[config.mk]
export PLATFORM = sky130hd
export DESIGN_NAME = gps_sentence_ctrl
export DESIGN_NICKNAME = d
export VERILOG_FILES = /design/src/rtl/gps_sentence_ctrl.sv
export SDC_FILE = /design/constraint.sdc
export NUM_CORES = 1
export LEC_CHECK = 0
export ABC_CLOCK_PERIOD_IN_PS = 5600
export CORE_MARGIN = 2
export CORE_UTILIZATION = 61
export CTS_BUF_LIST = sky130_fd_sc_hd__clkbuf_8
export CTS_CLUSTER_SIZE = 12
export DETAILED_ROUTE_END_ITERATION = 10
export PLACE_DENSITY_LB_ADDON = 0.05
export SLEW_MARGIN = 5
export SYNTH_ARGS = -nofsm -noshare
export SYNTH_HDL_FRONTEND = slang
export SYNTH_SLANG_ARGS = --single-unit
export TNS_END_PERCENT = 50
[constraint.sdc]
create_clock -name clock_50mhz -period 5.6 [get_ports clock_50mhz]
set_input_delay 0.56 -clock clock_50mhz [delete_from_list [all_inputs] [get_ports clock_50mhz]]
set_output_delay 0.56 -clock clock_50mhz [all_outputs]
set_load 0.01 [all_outputs]
[src/rtl/gps_sentence_ctrl.sv]
// NMEA sentence write sequencer: frames '$'..'*hh' CR LF sentences from the UART
// byte stream, stores body bytes into one bank of a 2 x 64 x 8 buffer, verifies
// the XOR checksum and hands completed banks to the reader with ready/ack.
module gps_sentence_ctrl #(
   parameter int unsigned MAX_LEN     = 64,
   parameter int unsigned SYNC_STAGES = 3
) (
   input  logic       clock_50mhz,
   input  logic       reset_n,
   input  logic       data_valid,
   input  logic [7:0] data,
   output logic       wr_en,
   output logic [6:0] wr_addr,
   output logic [7:0] wr_data,
   output logic       frame_ready,
   output logic       frame_bank,
   output logic [6:0] frame_len,
   input  logic       frame_ack,
   output logic [7:0] good_count,
   output logic [7:0] drop_count,
   output logic [2:0] err_pulse
);

   localparam int unsigned OFF_W  = 7;
   localparam int unsigned BYTE_W = 8;
   localparam int unsigned ERR_W  = 3;

   localparam logic [BYTE_W-1:0] CH_DOLLAR = 8'h24;
   localparam logic [BYTE_W-1:0] CH_STAR   = 8'h2A;
   localparam logic [BYTE_W-1:0] CH_CR     = 8'h0D;
   localparam logic [BYTE_W-1:0] CH_LF     = 8'h0A;

   localparam logic [ERR_W-1:0] ERR_CSUM = 3'b001;
   localparam logic [ERR_W-1:0] ERR_OVF  = 3'b010;
   localparam logic [ERR_W-1:0] ERR_BUSY = 3'b100;

   typedef enum logic [2:0] {
      S_IDLE,
      S_BODY,
      S_CSUM_HI,
      S_CSUM_LO,
      S_EOL
   } state_e;

   // Synchroniser and edge detect
   logic [SYNC_STAGES-1:0] sync_q, sync_d;
   logic                   prev_q, prev_d;
   logic                   strobe_c;

   // Sentence framing state
   state_e             state_q, state_d;
   logic               fill_q, fill_d;
   logic [OFF_W-1:0]   offset_q, offset_d;
   logic [BYTE_W-1:0]  csum_q, csum_d;
   logic [3:0]         hi_q, hi_d;

   // Coincident ack/completion holding slot
   logic               pend_q, pend_d;
   logic               pend_bank_q, pend_bank_d;
   logic [OFF_W-1:0]   pend_len_q, pend_len_d;

   // Registered outputs
   logic               wr_en_q, wr_en_d;
   logic [6:0]         wr_addr_q, wr_addr_d;
   logic [BYTE_W-1:0]  wr_data_q, wr_data_d;
   logic               frame_ready_q, frame_ready_d;
   logic               frame_bank_q, frame_bank_d;
   logic [OFF_W-1:0]   frame_len_q, frame_len_d;
   logic [BYTE_W-1:0]  good_count_q, good_count_d;
   logic [BYTE_W-1:0]  drop_count_q, drop_count_d;
   logic [ERR_W-1:0]   err_pulse_q, err_pulse_d;

   logic               hex_ok_c;
   logic [3:0]         hex_nib_c;
   logic               ack_c;

   // Shift the asynchronous strobe through the chain; edge on the last stage
   always_comb begin
      sync_d   = {sync_q[SYNC_STAGES-2:0], data_valid};
      prev_d   = sync_q[SYNC_STAGES-1];
      strobe_c = sync_q[SYNC_STAGES-1] & ~prev_q;
   end

   // Uppercase hex digit decode of the incoming byte
   always_comb begin
      hex_ok_c  = 1'b0;
      hex_nib_c = 4'h0;
      if (data >= 8'h30 && data <= 8'h39) begin
         hex_ok_c  = 1'b1;
         hex_nib_c = 4'(data - 8'h30);
      end else if (data >= 8'h41 && data <= 8'h46) begin
         hex_ok_c  = 1'b1;
         hex_nib_c = 4'(data - 8'h37);
      end
   end

   // Next-state: framing FSM, buffer writes, frame handoff and counters
   always_comb begin
      state_d       = state_q;
      fill_d        = fill_q;
      offset_d      = offset_q;
      csum_d        = csum_q;
      hi_d          = hi_q;
      pend_d        = pend_q;
      pend_bank_d   = pend_bank_q;
      pend_len_d    = pend_len_q;
      wr_en_d       = 1'b0;
      wr_addr_d     = wr_addr_q;
      wr_data_d     = wr_data_q;
      frame_ready_d = frame_ready_q;
      frame_bank_d  = frame_bank_q;
      frame_len_d   = frame_len_q;
      good_count_d  = good_count_q;
      drop_count_d  = drop_count_q;
      err_pulse_d   = '0;

      ack_c = frame_ack & frame_ready_q;
      if (ack_c) begin
         frame_ready_d = 1'b0;
      end

      // A frame completed alongside an ack is presented once the old one is gone
      if (pend_q && !frame_ready_q) begin
         frame_ready_d = 1'b1;
         frame_bank_d  = pend_bank_q;
         frame_len_d   = pend_len_q;
         pend_d        = 1'b0;
      end

      if (strobe_c) begin
         case (state_q)
            S_IDLE: begin
               if (data == CH_DOLLAR) begin
                  state_d  = S_BODY;
                  offset_d = '0;
                  csum_d   = '0;
               end
            end
            S_BODY: begin
               if (data == CH_STAR) begin
                  state_d = S_CSUM_HI;
               end else if (data == CH_DOLLAR) begin
                  drop_count_d = drop_count_q + 8'd1;
                  err_pulse_d  = ERR_CSUM;
                  offset_d     = '0;
                  csum_d       = '0;
               end else if (offset_q == OFF_W'(MAX_LEN)) begin
                  drop_count_d = drop_count_q + 8'd1;
                  err_pulse_d  = ERR_OVF;
                  state_d      = S_IDLE;
               end else begin
                  wr_en_d   = 1'b1;
                  wr_addr_d = {fill_q, offset_q[5:0]};
                  wr_data_d = data;
                  csum_d    = csum_q ^ data;
                  offset_d  = offset_q + OFF_W'(1);
               end
            end
            S_CSUM_HI: begin
               if (hex_ok_c) begin
                  hi_d    = hex_nib_c;
                  state_d = S_CSUM_LO;
               end else begin
                  drop_count_d = drop_count_q + 8'd1;
                  err_pulse_d  = ERR_CSUM;
                  state_d      = S_IDLE;
               end
            end
            S_CSUM_LO: begin
               // An empty body is never delivered, so frame_len is always >= 1
               if (hex_ok_c && {hi_q, hex_nib_c} == csum_q && offset_q != '0) begin
                  state_d = S_EOL;
               end else begin
                  drop_count_d = drop_count_q + 8'd1;
                  err_pulse_d  = ERR_CSUM;
                  state_d      = S_IDLE;
               end
            end
            S_EOL: begin
               if (data == CH_LF) begin
                  state_d = S_IDLE;
                  if (!frame_ready_q) begin
                     frame_ready_d = 1'b1;
                     frame_bank_d  = fill_q;
                     frame_len_d   = offset_q;
                     fill_d        = ~fill_q;
                     good_count_d  = good_count_q + 8'd1;
                  end else if (ack_c) begin
                     pend_d       = 1'b1;
                     pend_bank_d  = fill_q;
                     pend_len_d   = offset_q;
                     fill_d       = ~fill_q;
                     good_count_d = good_count_q + 8'd1;
                  end else begin
                     // Reader still owns the other bank; this fill bank gets reused
                     drop_count_d = drop_count_q + 8'd1;
                     err_pulse_d  = ERR_BUSY;
                  end
               end else if (data != CH_CR) begin
                  drop_count_d = drop_count_q + 8'd1;
                  err_pulse_d  = ERR_CSUM;
                  state_d      = S_IDLE;
               end
            end
            default: begin
               state_d = S_IDLE;
            end
         endcase
      end
   end

   // State and output registers
   always_ff @(posedge clock_50mhz or negedge reset_n) begin
      if (!reset_n) begin
         sync_q        <= '0;
         prev_q        <= 1'b0;
         state_q       <= S_IDLE;
         fill_q        <= 1'b0;
         offset_q      <= '0;
         csum_q        <= '0;
         hi_q          <= '0;
         pend_q        <= 1'b0;
         pend_bank_q   <= 1'b0;
         pend_len_q    <= '0;
         wr_en_q       <= 1'b0;
         wr_addr_q     <= '0;
         wr_data_q     <= '0;
         frame_ready_q <= 1'b0;
         frame_bank_q  <= 1'b0;
         frame_len_q   <= '0;
         good_count_q  <= '0;
         drop_count_q  <= '0;
         err_pulse_q   <= '0;
      end else begin
         sync_q        <= sync_d;
         prev_q        <= prev_d;
         state_q       <= state_d;
         fill_q        <= fill_d;
         offset_q      <= offset_d;
         csum_q        <= csum_d;
         hi_q          <= hi_d;
         pend_q        <= pend_d;
         pend_bank_q   <= pend_bank_d;
         pend_len_q    <= pend_len_d;
         wr_en_q       <= wr_en_d;
         wr_addr_q     <= wr_addr_d;
         wr_data_q     <= wr_data_d;
         frame_ready_q <= frame_ready_d;
         frame_bank_q  <= frame_bank_d;
         frame_len_q   <= frame_len_d;
         good_count_q  <= good_count_d;
         drop_count_q  <= drop_count_d;
         err_pulse_q   <= err_pulse_d;
      end
   end

   assign wr_en       = wr_en_q;
   assign wr_addr     = wr_addr_q;
   assign wr_data     = wr_data_q;
   assign frame_ready = frame_ready_q;
   assign frame_bank  = frame_bank_q;
   assign frame_len   = frame_len_q;
   assign good_count  = good_count_q;
   assign drop_count  = drop_count_q;
   assign err_pulse   = err_pulse_q;

endmodule

# Yosys cells after proc, flatten, opt, wreduce, memory -nomap -nowiden
# Cells that the tools add are included.
[classes]
n_mux = 75
eq_ne = 22
n_addsub = 5
order_cmp = 4
bitwise_logic = 8
n_reduce_logical = 17
[ops]
columns = ["operator", "count"]
rows = [
  ["$mux W8", 15],
  ["$mux W7", 9],
  ["$mux W3", 11],
  ["$pmux W8 S4", 1],
  ["$mux W1", 29],
  ["$ne A3 B3 Y1 const B", 7],
  ["$reduce_and A5 Y1", 4],
  ["$add A8 B1 Y8 const B", 2],
  ["$eq A8 B6 Y1 const B", 2],
  ["$pmux W8 S2", 1],
  ["$pmux W3 S5", 1],
  ["$pmux W7 S2", 1],
  ["$pmux W3 S4", 1],
  ["$reduce_and A9 Y1", 1],
  ["$eq A8 B4 Y1 const B", 1],
  ["$eq A8 B8 Y1", 1],
  ["$ge A8 B6 Y1 const B", 1],
  ["$ge A8 B7 Y1 const B", 1],
  ["$le A8 B6 Y1 const B", 1],
  ["$le A8 B7 Y1 const B", 1],
  ["$mux W2", 4],
  ["$mux W4", 2],
  ["$ne A2 B2 Y1 const B", 4],
  ["$ne A8 B4 Y1 const B", 1],
  ["19 further kinds", 29],
]
[word_totals]
out_inout_bits = 44
wordCells = 150
ff_bits = 80

# Logic depth before layout (Yosys ltp)
[logic_depth]
word_depth = 10
depth_mapped = 10

# Worst setup path before layout
# Ideal clock, no wire load.
[synth_path]
path_kind = "flip-flop to flip-flop"
from = "register offset_q[0]"
to = "register drop_count_q[1], in the netlist drop_count[1]"
n_path_buf = 0
slack_ns = 3.166
setup_time_ns = 0.128
path_stages_with_launch = 9
arrival_time_ns = 2.307
synth_period_minus_slack_ns = 2.434
path_cell_list = "dfrtp_1 -> inv_1 -> ha_1 -> or4b_4 -> or3b_4 -> a21oi_2 -> o211ai_2 -> a31oi_4 -> mux2_1"
[synth_between]
elab_chain_len = 4
word_cells_on_any_way = 6
[synth_rtl]
columns = ["item", "line_no", "text"]
rows = [
  ["from (decl)", "53", "logic [OFF_W-1:0] offset_q, offset_d;"],
  ["from (signal assigned)", "239", "offset_q <= offset_d;"],
  ["$reduce_bool A7 Y1", "171", "if (hex_ok_c && {hi_q, hex_nib_c} == csum_q && offset_q != '0) begin"],
  ["$logic_and A1 B1 Y1", "171", ""],
  ["$ne A2 B2 Y1 (no line)", "--", ""],
  ["$reduce_and A9 Y1 (no line) (*)", "--", ""],
  ["to (signal assigned)", "252", "drop_count_q <= drop_count_d;"],
  ["to (decl)", "70", "logic [BYTE_W-1:0] drop_count_q, drop_count_d;"],
]
# Mark *: on every way between the ends. The rest lies on a longest branch, timed or not.
# A chain may end at the register's enable or synchronous reset.

# Worst setup path after layout
[layout_path]
from = "input port data[4]"
to = "register csum_q[7]"
[layout_between]
elab_chain_len = 4
word_cells_on_any_way = 9
[layout_rtl]
columns = ["item", "line_no", "text"]
rows = [
  ["from (decl)", "11", "input logic [7:0] data,"],
  ["$eq A8 B6 Y1", "133, 142", ""],
  ["$mux W8", "142", "end else if (data == CH_DOLLAR) begin"],
  ["$mux W8", "140", "if (data == CH_STAR) begin"],
  ["$pmux W8 S2", "131", "case (state_q)"],
  ["to (signal assigned)", "240", "csum_q <= csum_d;"],
  ["to (decl)", "54", "logic [BYTE_W-1:0] csum_q, csum_d;"],
]
# Parallel ways exist; a longest one is shown, timed or not. The select of a mux whose other input is x is not followed.

==> results.md <==
* GRT Resource Usage Total at 24.9%
* Largest cells by area after synthesis: sky130_fd_sc_hd__dfrtp_1, sky130_fd_sc_hd__nand2_1, sky130_fd_sc_hd__o21ai_0, sky130_fd_sc_hd__xnor2_1, sky130_fd_sc_hd__mux2_2
* Most common library cells after synthesis: sky130_fd_sc_hd__dfrtp_1, sky130_fd_sc_hd__nand2_1, sky130_fd_sc_hd__o21ai_0
* Seq/Total Area, Yosys at 51.0%
* Share of the synthesized area in the top cell type at 51.0%
* Time the worst path needs with I/O delays and setup at 3.44 ns
* Power density over cell area at 354 nW/um2
* Synthesized-area fraction occupied by ao, oa, aoi and oai cells at 14.1%
* Initial antenna violation count at 0
* Maximum fanout along the worst path at 21
* Basic-gate share of the synthesized area counting and, or, nand and nor cells at 20.5%
* Largest net degree at the start of global routing at 81
* Number of failing setup endpoints in the final timing report at 0
* Antenna-violating nets left at 0
* Worst path max stage delay at 0.67 ns
* Die Footprint at 7090 um2
* Setup repair after global routing missed its margin: no
* Initial DRC count at 179
* Detailed Routing Iterations Pass 1 at 5
* Hold_buf cts at 0
* Depth of the worst register-to-register path at 9
* Post-CTS setup buffer count at 0
* Count of boundary I/O pins at 56
* FMAX at 0.291 GHz
* Number of gates resized after CTS at 0
* Standard cell core area at 6280 um2
* Crit path launch type: primary input
* Vias in the first global route at 2,969
* Bufs on Longest Clock Path at 2
* Max IR drop VDD at 0.000323 V
* Placement Rows at 29
* Net count after synthesis at 411
* Crit Path Class: in2reg
* Most common cell in the netlist: sky130_fd_sc_hd__dfrtp_1
* Y dimension of the die at 84.2 um
* Master cell of the clock root buffer: sky130_fd_sc_hd__clkbuf_8
* Number of library cell types mapped by synthesis at 57
* Synth Area in Adders at 2.55%
* Maximum capacitance violations at 0
* Leakage Power at 2.12 nW
* Area growth from synthesis to final layout at 20.0%
* Total of flip-flops plus latches after synthesis at 80
* Warnings from Yosys at 0
* Number of buffer cells added on primary ports at 55
* Fraction of registers with async set or reset after synthesis at 100%
* Max-slew violation count at 0
* Post-Route WL at 8.18 mm
* Worst endpoint required time at 5.83 ns
* Layout cells sized above 1 at 9.19%
* Global placement routability congestion at 0.908
* Count of inserted antenna diode cells at 0
* Post-layout nets at 461
* Slew @ Worst Pin at 0.978 ns
* Remaining max-slew budget at the tightest pin at 34.8%
* List of cells traversed by the critical path: clkdlybuf4s50_1 > nor4b_1 > nand3_1 > nand3_1 > nand2b_1 > inv_2 > nand2_1 > o21ai_0
* Number of buffers inserted during clock tree synthesis at 9
* Final cycle utilization of the critical path at 61.4%
* Skew-Pair Late Insertion Delay at 0.35 ns
* Mean area per synthesized cell at 10.0 um2
* Standard cell with the maximum stage delay on the critical path: sky130_fd_sc_hd__nand2b_1
* Worst hold margin at 0.354 ns
* Combinational family with the most area after synthesis: simple AND/OR/NAND/NOR gates
* Clk sinks at 80
* Fraction of synthesized area in multiplexers at 3.70%
* Arrival time reported for the critical path endpoint at 3.67 ns
* Setup TNS at 0 ns
* Via total after detailed routing at 3,086
* CTS tree: yes
* Synthesized area at 3930 um2
* Main synth FF type: sky130_fd_sc_hd__dfrtp_1
* Most Frequent Cell on Critical Path: sky130_fd_sc_hd__nand3_1
* Cell accounting for the most synthesized area: sky130_fd_sc_hd__dfrtp_1
* First-pass GRT wire length at 14.2 mm
* Initial Util at 62.5%
* Via density at 5.90
* Count of flip-flops with a built-in enable after synthesis at 0
* Residual overflow from global routing at 0
* Xor and xnor area share after synthesis at 5.70%
* Reg-to-Reg End: csum_q[7]
* Die Wd at 84.2 um
* Classification of the worst-slack hold path: in2async
* Number of remaining DRC errors at 0
* Cells after Synth at 391
* Clock Skew at 0.00900 ns
* Avg WL per Cell at 15.6 um
* Kind of capture point of the worst setup path: flip-flop
* Worst-path clk slew at 0.08 ns
* Setup slack of the most critical reg-to-reg path at 2.54 ns
* DP Wirelength at 5.74 mm
* Maximum level of the CTS H-tree at 3
* Worst flop-to-flop path startpoint: offset_q[1]
* Number of hold-slack violations in the final timing report at 0
* Result of the run: complete, no violations
[how the worst max path moves through the flow]
stage                 from            end  slack (ns)  cells past startpoint
3_5_place_dp       data[4]      csum_q[0]        1.85                      8
3_3_place_gp       data[4]      csum_q[0]        1.98                      8
6_report           data[4]      csum_q[7]        2.16                      8
5_1_grt            data[5]      csum_q[6]        1.89                      8
2_1_floorplan  offset_q[0]  drop_count[1]        3.17                      8
4_1_cts            data[4]      csum_q[7]        2.20                      8
[cells in the final DEF (no fill, tap or decap), drive strengths merged, types with 9 or more instances in the layout]
cell type	count
nand2	66
clkbuf	10
xnor2	17
clkdlybuf4s50	54
inv	9
a21oi	11
dfrtp	80
o21ai	41
nand3	11
nor2	21
mux2	12
[critical path: cells and delay by family]
kind,cells,cell delay [ns]
AND/OR/NAND/NOR,5,2.24
AO/OA/AOI/OAI,1,0.08
buffers and inverters,2,0.78
[sequential cells by signal, indices dropped and copies added, names as in the netlist, 4 cells and up, named ones only]
signal	flops
csum_q	8
drop_count	8
good_count	8
wr_data	8
offset_q	7
pend_len_q	7
wr_addr	7
hi_q	4
[cell families (layout without fill, tap and decap cells)]
| logic type | Yosys count | in the layout |
|---|---|---|
| xor gates and xnor gates | 24 | 24 |
| buffers and inverters | 22 | 77 |
| adders and majority gates | 8 | 8 |
| AOI/OAI and AO/OA | 85 | 85 |
| and+or+nand+nor | 159 | 159 |
| muxes | 13 | 13 |
| DFF | 80 | 80 |
[where the power goes]
group	total, W	leakage [nW]	switching (W)	internal (W)
clock	0.000451	0.105	0.000226	0.000225
sequential	0.000789	1.07	0.000116	0.000673
combinational	0.000426	0.938	0.000209	0.000217
[routing by layer]
layer / wire [um] / vias up / track usage (%)
met5: 0 / - / 0
met4: 99 / 0 / 7.92
met3: 437 / 10 / 5.01
met2: 3820 / 104 / 37.9
met1: 3820 / 1485 / 36.5
li1: - / 1487 / -
[area by class of cell]
cell class                 count  area, um2
clock inverter                 6       75.1
clock buffer                  10        138
fill                         476       1570
multi-input combinational    289       1830
inverter                       6       22.5
tap                           77       96.3
sequential                    80       2000
timing repair buffer          55        548
[through the flow]
step                      power, W  utilization (%)  instance area, um2  worst slack, ns  std cells
after floorplan            0.00103                -                3930             3.17        391
after global placement     0.00121             71.7                4500             1.98        507
after detailed placement   0.00122             71.7                4500             1.85        507
after CTS                  0.00168             75.1                4710             2.20        523
after global routing       0.00177             75.1                4710             1.89        523
final                      0.00167             75.1                4710             2.16        523
Note: power is estimated with default switching activity, not from simulation.
